--- src/rtl/ram_port_arbiter_if.sv ---
// rtl/ram_port_arbiter_if.sv - requester-side handshake bundle for the RAM port arbiter
interface ram_port_arbiter_if #(
    parameter int DW = 8,
    parameter int AW = 8
);
    logic          req;
    logic          we;
    logic [AW-1:0] addr;
    logic [DW-1:0] din;
    logic          gnt;
    logic          rvalid;
    logic [DW-1:0] rdata;

    // Requester drives the access, arbiter answers with grant and read return
    modport master (output req, we, addr, din, input gnt, rvalid, rdata);
    modport slave  (input req, we, addr, din, output gnt, rvalid, rdata);
endinterface

--- src/rtl/ram_port_arbiter.sv ---
// rtl/ram_port_arbiter.sv - two-requester arbiter/sequencer for a single-port registered-read RAM
module ram_port_arbiter #(
    parameter int DW        = 8,
    parameter int AW        = 8,
    parameter int PRIO_MODE = 0
) (
    input  logic                  clk,
    input  logic                  rst_n,
    ram_port_arbiter_if.slave     a,
    ram_port_arbiter_if.slave     b,
    output logic                  ram_en,
    output logic                  ram_we,
    output logic [AW-1:0]         ram_addr,
    output logic [DW-1:0]         ram_din,
    input  logic [DW-1:0]         ram_dout,
    output logic                  busy
);
    typedef enum logic {IDLE, ACCESS} state_t;

    state_t state;
    logic   last_b;     // 1 = B won the most recent grant
    logic   a_gnt_q;
    logic   b_gnt_q;
    logic   a_rvalid_q;
    logic   b_rvalid_q;
    logic   pick_a;

    // A wins when it is alone, or on a tie when fixed priority or B won last time
    assign pick_a = a.req && (!b.req || (PRIO_MODE == 1) || last_b);

    // Read data is the RAM output passed straight through; rvalid qualifies it
    assign a.gnt    = a_gnt_q;
    assign b.gnt    = b_gnt_q;
    assign a.rvalid = a_rvalid_q;
    assign b.rvalid = b_rvalid_q;
    assign a.rdata  = ram_dout;
    assign b.rdata  = ram_dout;

    // Two-state sequencer: IDLE arbitrates and registers the access, ACCESS lets the RAM run it
    always_ff @(posedge clk or negedge rst_n) begin
        if (!rst_n) begin
            state      <= IDLE;
            last_b     <= 1'b1;
            ram_en     <= 1'b0;
            ram_we     <= 1'b0;
            ram_addr   <= '0;
            ram_din    <= '0;
            a_gnt_q    <= 1'b0;
            b_gnt_q    <= 1'b0;
            a_rvalid_q <= 1'b0;
            b_rvalid_q <= 1'b0;
            busy       <= 1'b0;
        end else begin
            a_rvalid_q <= 1'b0;
            b_rvalid_q <= 1'b0;
            case (state)
                IDLE: begin
                    if (a.req || b.req) begin
                        ram_en   <= 1'b1;
                        ram_we   <= pick_a ? a.we   : b.we;
                        ram_addr <= pick_a ? a.addr : b.addr;
                        ram_din  <= pick_a ? a.din  : b.din;
                        a_gnt_q  <= pick_a;
                        b_gnt_q  <= !pick_a;
                        last_b   <= !pick_a;
                        busy     <= 1'b1;
                        state    <= ACCESS;
                    end else begin
                        ram_en  <= 1'b0;
                        ram_we  <= 1'b0;
                        a_gnt_q <= 1'b0;
                        b_gnt_q <= 1'b0;
                        busy    <= 1'b0;
                    end
                end
                ACCESS: begin
                    // The winner's REQ is still high here; it is deliberately ignored
                    a_rvalid_q <= a_gnt_q && !ram_we;
                    b_rvalid_q <= b_gnt_q && !ram_we;
                    ram_en     <= 1'b0;
                    ram_we     <= 1'b0;
                    a_gnt_q    <= 1'b0;
                    b_gnt_q    <= 1'b0;
                    busy       <= 1'b0;
                    state      <= IDLE;
                end
                default: state <= IDLE;
            endcase
        end
    end
endmodule

--- src/flat_wrapper.sv ---
// flat-port wrapper written by rule: the top's interface ports become plain ports
module ram_port_arbiter_flat 
#(
    parameter int DW        = 8,
    parameter int AW        = 8,
    parameter int PRIO_MODE = 0
)
  (clk, rst_n, ram_en, ram_we, ram_addr, ram_din, ram_dout, busy, a_req, a_we, a_addr, a_din, a_gnt, a_rvalid, a_rdata, b_req, b_we, b_addr, b_din, b_gnt, b_rvalid, b_rdata);
  ram_port_arbiter_if #(.DW(DW), .AW(AW)) a_i ();
  ram_port_arbiter_if #(.DW(DW), .AW(AW)) b_i ();
  input  logic clk;
  input  logic rst_n;
  output logic ram_en;
  output logic ram_we;
  output logic [AW-1:0] ram_addr;
  output logic [DW-1:0] ram_din;
  input  logic [DW-1:0] ram_dout;
  output logic busy;
  input wire logic [$bits(a_i.req)-1:0] a_req;
  input wire logic [$bits(a_i.we)-1:0] a_we;
  input wire logic [$bits(a_i.addr)-1:0] a_addr;
  input wire logic [$bits(a_i.din)-1:0] a_din;
  output wire logic [$bits(a_i.gnt)-1:0] a_gnt;
  output wire logic [$bits(a_i.rvalid)-1:0] a_rvalid;
  output wire logic [$bits(a_i.rdata)-1:0] a_rdata;
  input wire logic [$bits(b_i.req)-1:0] b_req;
  input wire logic [$bits(b_i.we)-1:0] b_we;
  input wire logic [$bits(b_i.addr)-1:0] b_addr;
  input wire logic [$bits(b_i.din)-1:0] b_din;
  output wire logic [$bits(b_i.gnt)-1:0] b_gnt;
  output wire logic [$bits(b_i.rvalid)-1:0] b_rvalid;
  output wire logic [$bits(b_i.rdata)-1:0] b_rdata;
  assign a_i.req = a_req;
  assign a_i.we = a_we;
  assign a_i.addr = a_addr;
  assign a_i.din = a_din;
  assign a_gnt = a_i.gnt;
  assign a_rvalid = a_i.rvalid;
  assign a_rdata = a_i.rdata;
  assign b_i.req = b_req;
  assign b_i.we = b_we;
  assign b_i.addr = b_addr;
  assign b_i.din = b_din;
  assign b_gnt = b_i.gnt;
  assign b_rvalid = b_i.rvalid;
  assign b_rdata = b_i.rdata;
  ram_port_arbiter #(.DW(DW), .AW(AW), .PRIO_MODE(PRIO_MODE)) u_core (.clk(clk), .rst_n(rst_n), .a(a_i), .b(b_i), .ram_en(ram_en), .ram_we(ram_we), .ram_addr(ram_addr), .ram_din(ram_din), .ram_dout(ram_dout), .busy(busy));
endmodule
--- config.mk ---
export PLATFORM = sky130hd
export DESIGN_NAME = ram_port_arbiter_flat
export DESIGN_NICKNAME = d
export VERILOG_FILES = /design/src/rtl/ram_port_arbiter_if.sv /design/src/rtl/ram_port_arbiter.sv /design/src/flat_wrapper.sv
export SDC_FILE = /design/constraint.sdc
export NUM_CORES = 1
export LEC_CHECK = 0
export ABC_CLOCK_PERIOD_IN_PS = 3700
export CORE_UTILIZATION = 35
export CTS_BUF_LIST = sky130_fd_sc_hd__clkbuf_8 sky130_fd_sc_hd__clkbuf_16
export DETAILED_ROUTE_END_ITERATION = 6
export DONT_BUFFER_PORTS = 1
export GPL_ROUTABILITY_DRIVEN = 0
export PLACE_DENSITY_LB_ADDON = 0.08
export REMOVE_ABC_BUFFERS = 1
export SLEW_MARGIN = 40
export SYNTH_ARGS = -nofsm -noshare
export SYNTH_HDL_FRONTEND = slang
export SYNTH_SLANG_ARGS = --single-unit
--- constraint.sdc ---
create_clock -name clk -period 3.7 [get_ports clk]
set_clock_uncertainty 0.2 [all_clocks]
set_input_delay 0.74 -clock clk [delete_from_list [all_inputs] [get_ports clk]]
set_output_delay 0.74 -clock clk [all_outputs]
set_load 0.02 [all_outputs]
==> out/metrics.yaml, run 1 <==
sta:
  setup_ws_ns: 1.85
  max_freq_ghz: 0.542
  rsz0062_at_grt: "no"
  post-route-period-util_pct: 49.9
  hold_ws_ns: 0.107
  finalHoldViolations: 0
  drv_slew: 0
  worst_pin_slew_ns: 0.762
  finalSetupViolCount: 0
  setup_tns_ns: 0
  period_needed_ns: 1.85
  max_slew_margin_pct: 49.2
drt:
  avgViaCountPerCell: 5.61
  wl_per_cell_um: 20.2
  vias: 842
  first_pass_iters: 4
  drt_iter0_markers: 24
  drc: 0
  ant_nets: 0
  wl_mm: 3.03
die:
  dieArea_um2: 3600
  fp.dieW_um: 60.0
  fp.dieH_um: 60.0
  io_pins: 85
  core-area_um2: 3130
  start_util_pct: 37.6
  rows: 20
pwr:
  power.leakage_nw: 0.434
  vdd_drop_max_uv: 153
  p_int_w: 0.000411
  switchingPower_w: 0.000239
  power.total_w: 0.000650
  cellPowerDensity_nw_per_um2: 593
  p_sw_share_pct: 36.8
  seqPwrFrac_pct: 60.1
  clockPowerShare_pct: 24.5
  p_comb_share_pct: 15.4
cts:
  htree_levels: 1
  path_clk_slew_ns: 0.08
  clkLatencyLatePin_ns: 0.26
  clockBufferDepth: 2
  cts-root-buf: "clkbuf_8"
  cts_tree: "yes"
  postCtsSetupBuffers: 0
  numCtsBuffers: 3
  clkSinkCount: 23
grt:
  globalRoute.totalOverflow: 0
  track_usage_pct: 17.4
  grt_max_degree: 23
  grt_pass1_vias: 885
  grt_pass1_wl_mm: 4.56
  antenna_found_initial: 0
job:
  maxCapViolCount: 0
final_layout:
  multiInputGateArea_um2: 404
  regArea_um2: 577
  nNetsFinal: 153
  area_growth_pct: -6.91
  diodes: 0
  drive_gt1_share_pct: 8.49
  fill_cells: 330
  final_cells: 150
logic_synthesis:
  syn_avg_cell_area_um2: 9.26
  synth_warnings: 0
  syn-cell-area_um2: 1180
  ys_ff_latch: 23
  yosysSeqAreaShare_pct: 49.0
  ys_types: 18
  synthCells: 127
worst_setup_path:
  end_kind: "primary output"
  crit_fanout: 6
  cp.arrival_ns: 0.91
  cp.required_ns: 2.76
  crit_type: "reg2out"
  startpoint_type: "flip-flop"
placed_design:
  place_inst: 145
  numPortBuffers: 0
  dpl.hpwl_mm: 1.97
  dp_slack_ns: 1.68
outcome:
  status: "finished clean"
worst_hold_path:
  worstHoldPathType: "in2async"
## layout make-up
type                       instances  area share (%)
clock buffer                       3            3.77
clock inverter                     1           0.457
inverter                           2           0.686
multi-input combinational         76            36.9
sequential                        23            52.7
tap                               44            5.03
timing repair buffer               1           0.457
## worst paths after layout
kind                                       to  depth (start not counted)  slack, ns           from
setup / recovery                         busy                          0       1.85    u_core.busy
hold / removal                  u_core.last_b                          0       0.11          rst_n
setup reg to reg            u_core.ram_din[6]                          4       1.90    u_core.busy
hold reg to reg                 u_core.last_b                          2       0.31  u_core.last_b
max in group asynchronous  u_core.ram_addr[7]                          1       2.73          rst_n
min in group clk                u_core.last_b                          2       0.31  u_core.last_b
## power groups by stage
stage | registers [W] | logic [W] | clock network (W)
floorplan | 0.000385 | 0.0000756 | 0
global placement | 0.000396 | 0.0000931 | 0
detailed placement | 0.000397 | 0.0000969 | 0
CTS | 0.000392 | 0.000103 | 0.000167
global route | 0.000398 | 0.000116 | 0.000175
finish | 0.000390 | 0.000100 | 0.000159
## Yosys cell counts
master,instances,area [um^2]
buf_4,18,135
a21oi_1,18,90.1
dfstp_2,1,26.3
o21bai_4,1,18.8
o21ai_0,17,85.1
nor2_1,18,67.6
nand3_1,1,5.00
inv_1,1,3.75
and3b_1,2,17.5
nor2b_1,1,6.26
nor3_1,1,5.00
inv_2,1,3.75
buf_6,2,22.5
a31oi_1,16,100
buf_2,5,25.0
clkbuf_4,1,7.51
nand2b_1,1,6.26
dfrtp_1,22,551
## routing by layer
metal / wire, um / vias up / GRT usage (%)
met1: 1280 / 398 / 20.4
met2: 1370 / 53 / 26.2
li1: - / 386 / -
met3: 335 / 5 / 9.96
met5: 0 / - / 0
met4: 42 / 0 / 6.98
## timing repair
| action | CTS | global route |
|---|---|---|
| hold buffers | 1 | 0 |
| hold endpoints to repair | 22 | 0 |
| setup endpoints to repair | 0 | 0 |
| gates resized for setup | 0 | 0 |
## cell usage in the layout, fill, tap and decap left out, drive strengths merged
| cell | n |
|---|---|
| nor2b | 1 |
| dfrtp | 22 |
| o21bai | 1 |
| inv | 2 |
| buf | 1 |
| clkbuf | 3 |
| and3b | 2 |
| o21ai | 17 |
| nor3 | 1 |
| clkinv | 1 |
| a31oi | 16 |
| nand2b | 1 |
| a21oi | 18 |
| nor2 | 18 |
| dfstp | 1 |
| nand3 | 1 |
## kinds of logic after synthesis
| logic type | synth area share [%] |
|---|---|
| compound gates | 25.0 |
| flops | 49.0 |
| buf+inv | 16.8 |
| simple gates | 9.15 |
## flip-flops by register name, indices dropped and copies added (netlist names)
| register | flops |
|---|---|
| u_core.ram_addr | 8 |
| u_core.b.rvalid | 1 |
| u_core.busy | 1 |
| u_core.ram_we | 1 |
| u_core.last_b | 1 |
| u_core.b.gnt | 1 |
| u_core.ram_din | 8 |
| u_core.a.rvalid | 1 |
| u_core.a.gnt | 1 |
## metrics by stage
stage | utilization [%] | area [um^2]
floorplan | - | 986
global placement | 33.3 | 1040
detailed placement | 33.4 | 1040
CTS | 35.2 | 1100
global route | 35.0 | 1090
finish | 35.0 | 1090
Note: power is estimated with default switching activity, not from simulation.
==> run 2: changes to the inputs <==
- ABC_CLOCK_PERIOD_IN_PS: 3700 -> 1600
- clock period: 3.7 -> 1.6 ns (I/O delays scaled with it)
==> run 2 against run 1 <==
Combinational power increased to 2.9 times the previous value. Worst setup slack got worse by 1.7 ns. Non-clock buffer count increased by 16. Cell count increased by 11%. Core utilization increased by 5.1 points. Flip-flop and latch count unchanged. Count of clock-buffer cells in the layout unchanged. Wire length increased by 0.66%. Highest routed layer unchanged. First-iteration DRC count increased by 50%. Critical path type is now reg2reg.
==> out/metrics.yaml, run 2 (synthesis gave the netlist of run 1 again) <==
cts:
  cts_tree: "yes"  # unchanged
  numCtsBuffers: 3  # unchanged
  clkLatencyLatePin_ns: 0.26  # about the same
  postCtsSetupBuffers: 0  # unchanged
  clkSinkCount: 23  # unchanged
  htree_levels: 1  # unchanged
  clockBufferDepth: 2  # unchanged
  path_clk_slew_ns: 0.08  # about the same
  cts-root-buf: "clkbuf_8"  # unchanged
die:
  io_pins: 85  # unchanged
  core-area_um2: 3130  # unchanged
  start_util_pct: 37.6  # unchanged
  dieArea_um2: 3600  # unchanged
  fp.dieW_um: 60.0  # unchanged
  rows: 20  # unchanged
  fp.dieH_um: 60.0  # unchanged
final_layout:
  fill_cells: 328  # was 330
  final_core_util_pct: 40.1  # was 35.0%
  layout_commonest_cell: "dfrtp_1"  # unchanged
  top_regs: "u_core.ram_addr x8, u_core.ram_din x8"  # unchanged
  nNetsFinal: 169  # was 153
  diodes: 0  # unchanged
  final_area_um2: 1250  # was 1090 um^2
  area_growth_pct: 6.60  # was -6.91%
  final_cell_mix: "dfrtp_1 (22), a21oi_1 (18), nor2_1 (18)"  # unchanged
  drive_gt1_share_pct: 9.02  # was 8.49%
grt:
  antenna_found_initial: 0  # unchanged
  globalRoute.totalOverflow: 0  # unchanged
  track_usage_pct: 17.1  # was 17.4%
  grt_pass1_wl_mm: 4.48  # was 4.56 mm
  grt_max_degree: 24  # was 23
  grt_pass1_vias: 893  # was 885
pwr:
  cellPowerDensity_nw_per_um2: 1230  # was 593 nW/um^2
  vdd_drop_max_uv: 722  # was 153 uV
  power.leakage_nw: 0.508  # was 0.434 nW
worst_setup_path:
  r2r_cells: 4  # unchanged
  crit_type: "reg2reg"  # was reg2out
  r2r_slack_ns: 0.15  # was 1.90 ns
  crit_start: "u_core.last_b"  # was u_core.busy
  cp.depth: 4  # was 0
  crit_buf_inv: 1
  path_cells: "nand2b_1 -> buf_4 -> a31oi_1 -> a21oi_1"
  cp.arrival_ns: 1.43  # was 0.91 ns
  startpoint_type: "flip-flop"  # unchanged
  cp.required_ns: 1.58  # was 2.76 ns
  cp-endpoint: "u_core.ram_addr[4]"  # was busy
  cp_slowest_cell: "dfstp_2"
  crit-reg2reg-capture: "u_core.ram_addr[4]"  # was u_core.ram_din[6]
  crit_fanout: 8  # was 6
  critPathMaxStageDelay_ns: 0.57
  r2r_start: "u_core.last_b"  # was u_core.busy
  end_kind: "flip-flop"  # was primary output
  crit_family: "flip-flops"
sta:
  max_freq_ghz: 0.691
  finalSetupViolCount: 0  # unchanged
  worst_pin_slew_ns: 0.522  # was 0.762 ns
  post-route-period-util_pct: 90.4
  max_slew_margin_pct: 65.2  # was 49.2%
  drv_slew: 0  # unchanged
  period_needed_ns: 1.45
  rsz0062_at_grt: "no"  # unchanged
  hold_ws_ns: 0.00171  # was 0.107 ns
  finalHoldViolations: 0  # unchanged
drt:
  first_pass_iters: 6  # was 4
  wl_mm: 3.05  # was 3.03 mm
  avgViaCountPerCell: 5.70  # was 5.61
  wl_per_cell_um: 18.3  # was 20.2 um
  drc: 0  # unchanged
  vias: 947  # was 842
  drt_iter0_markers: 36  # was 24
  ant_nets: 0  # unchanged
worst_hold_path:
  worstHoldPathType: "in2reg"  # was in2async
  hold_start: "a_we"
placed_design:
  numPortBuffers: 0  # unchanged
  dpl.hpwl_mm: 1.99  # was 1.97 mm
  place_area_um2: 1070  # was 1040 um^2
outcome:
  status: "finished clean"  # unchanged
job:
  maxCapViolCount: 0  # unchanged
-- run 2: changes by cell type in the layout (fill, tap and decap cells not counted), sizes merged --
cell,change
inv,+1
dlygate4sd3,+13
clkinv,-1
buf,+3
-- run 2: stage by stage --
step | instances | worst slack, ns | TNS, ns | power [W]
5_1_grt | 166 | 0.0508 | 0 | 0.00162
2_1_floorplan | 101 | 0.0641 | 0 | 0.00107
6_report | 166 | 0.153 | 0 | 0.00154
3_5_place_dp | 148 | 0.0295 | 0 | 0.00115
3_3_place_gp | 148 | -0.172 | -2.75 | 0.00114
4_1_cts | 163 | 0.00505 | 0 | 0.00154
-- run 2: worst register-to-register path: stages (launching register included) --
cell and delay (ns):
dfstp_2 0.57, nand2b_1 0.15, buf_4 0.17, a31oi_1 0.09, a21oi_1 0.19
-- run 2: worst min path at each step --
stage	endpoint	cells after the start
finish	u_core.ram_we	2
global route	u_core.ram_din[4]	2
CTS	u_core.ram_we	2
detailed placement	u_core.a.gnt	0
global placement	u_core.a.rvalid	0
floorplan	u_core.a.gnt	0
-- run 2: what timing repair did --
action                     CTS  global route
hold endpoints to repair    34            24
setup endpoints to repair    0            10
resized for setup            0             3
hold buffers                11             3
-- run 2: metal layers --
layer  global-route usage [%]  up-vias  share of wire, %
li1                         -      418                 -
met1                     19.9      456                40
met2                     26.3       71                46
met3                     10.8        2                14
met4                     3.65        0              0.26
met5                        0        -                 0
-- run 2: layout make-up --
cell class | count | area, um^2 | area share [%]
Timing Repair Buffer | 17 | 158 | 12.6
Sequential cell | 23 | 577 | 46.0
Multi-Input combinational cell | 76 | 409 | 32.6
Clock inverter | 1 | 3.75 | 0.299
Clock buffer | 3 | 41.3 | 3.29
Tap cell | 44 | 55.1 | 4.39
Inverter | 2 | 10.0 | 0.798
-- run 2: where the power goes --
group | leakage [nW] | total (W) | internal [W] | switching, W
Clock | 0.0269 | 0.000357 | 0.000171 | 0.000186
Sequential | 0.269 | 0.000893 | 0.000691 | 0.000202
Combinational | 0.212 | 0.000288 | 0.000120 | 0.000168
Total | 0.508 | 0.00154 | 0.000983 | 0.000556
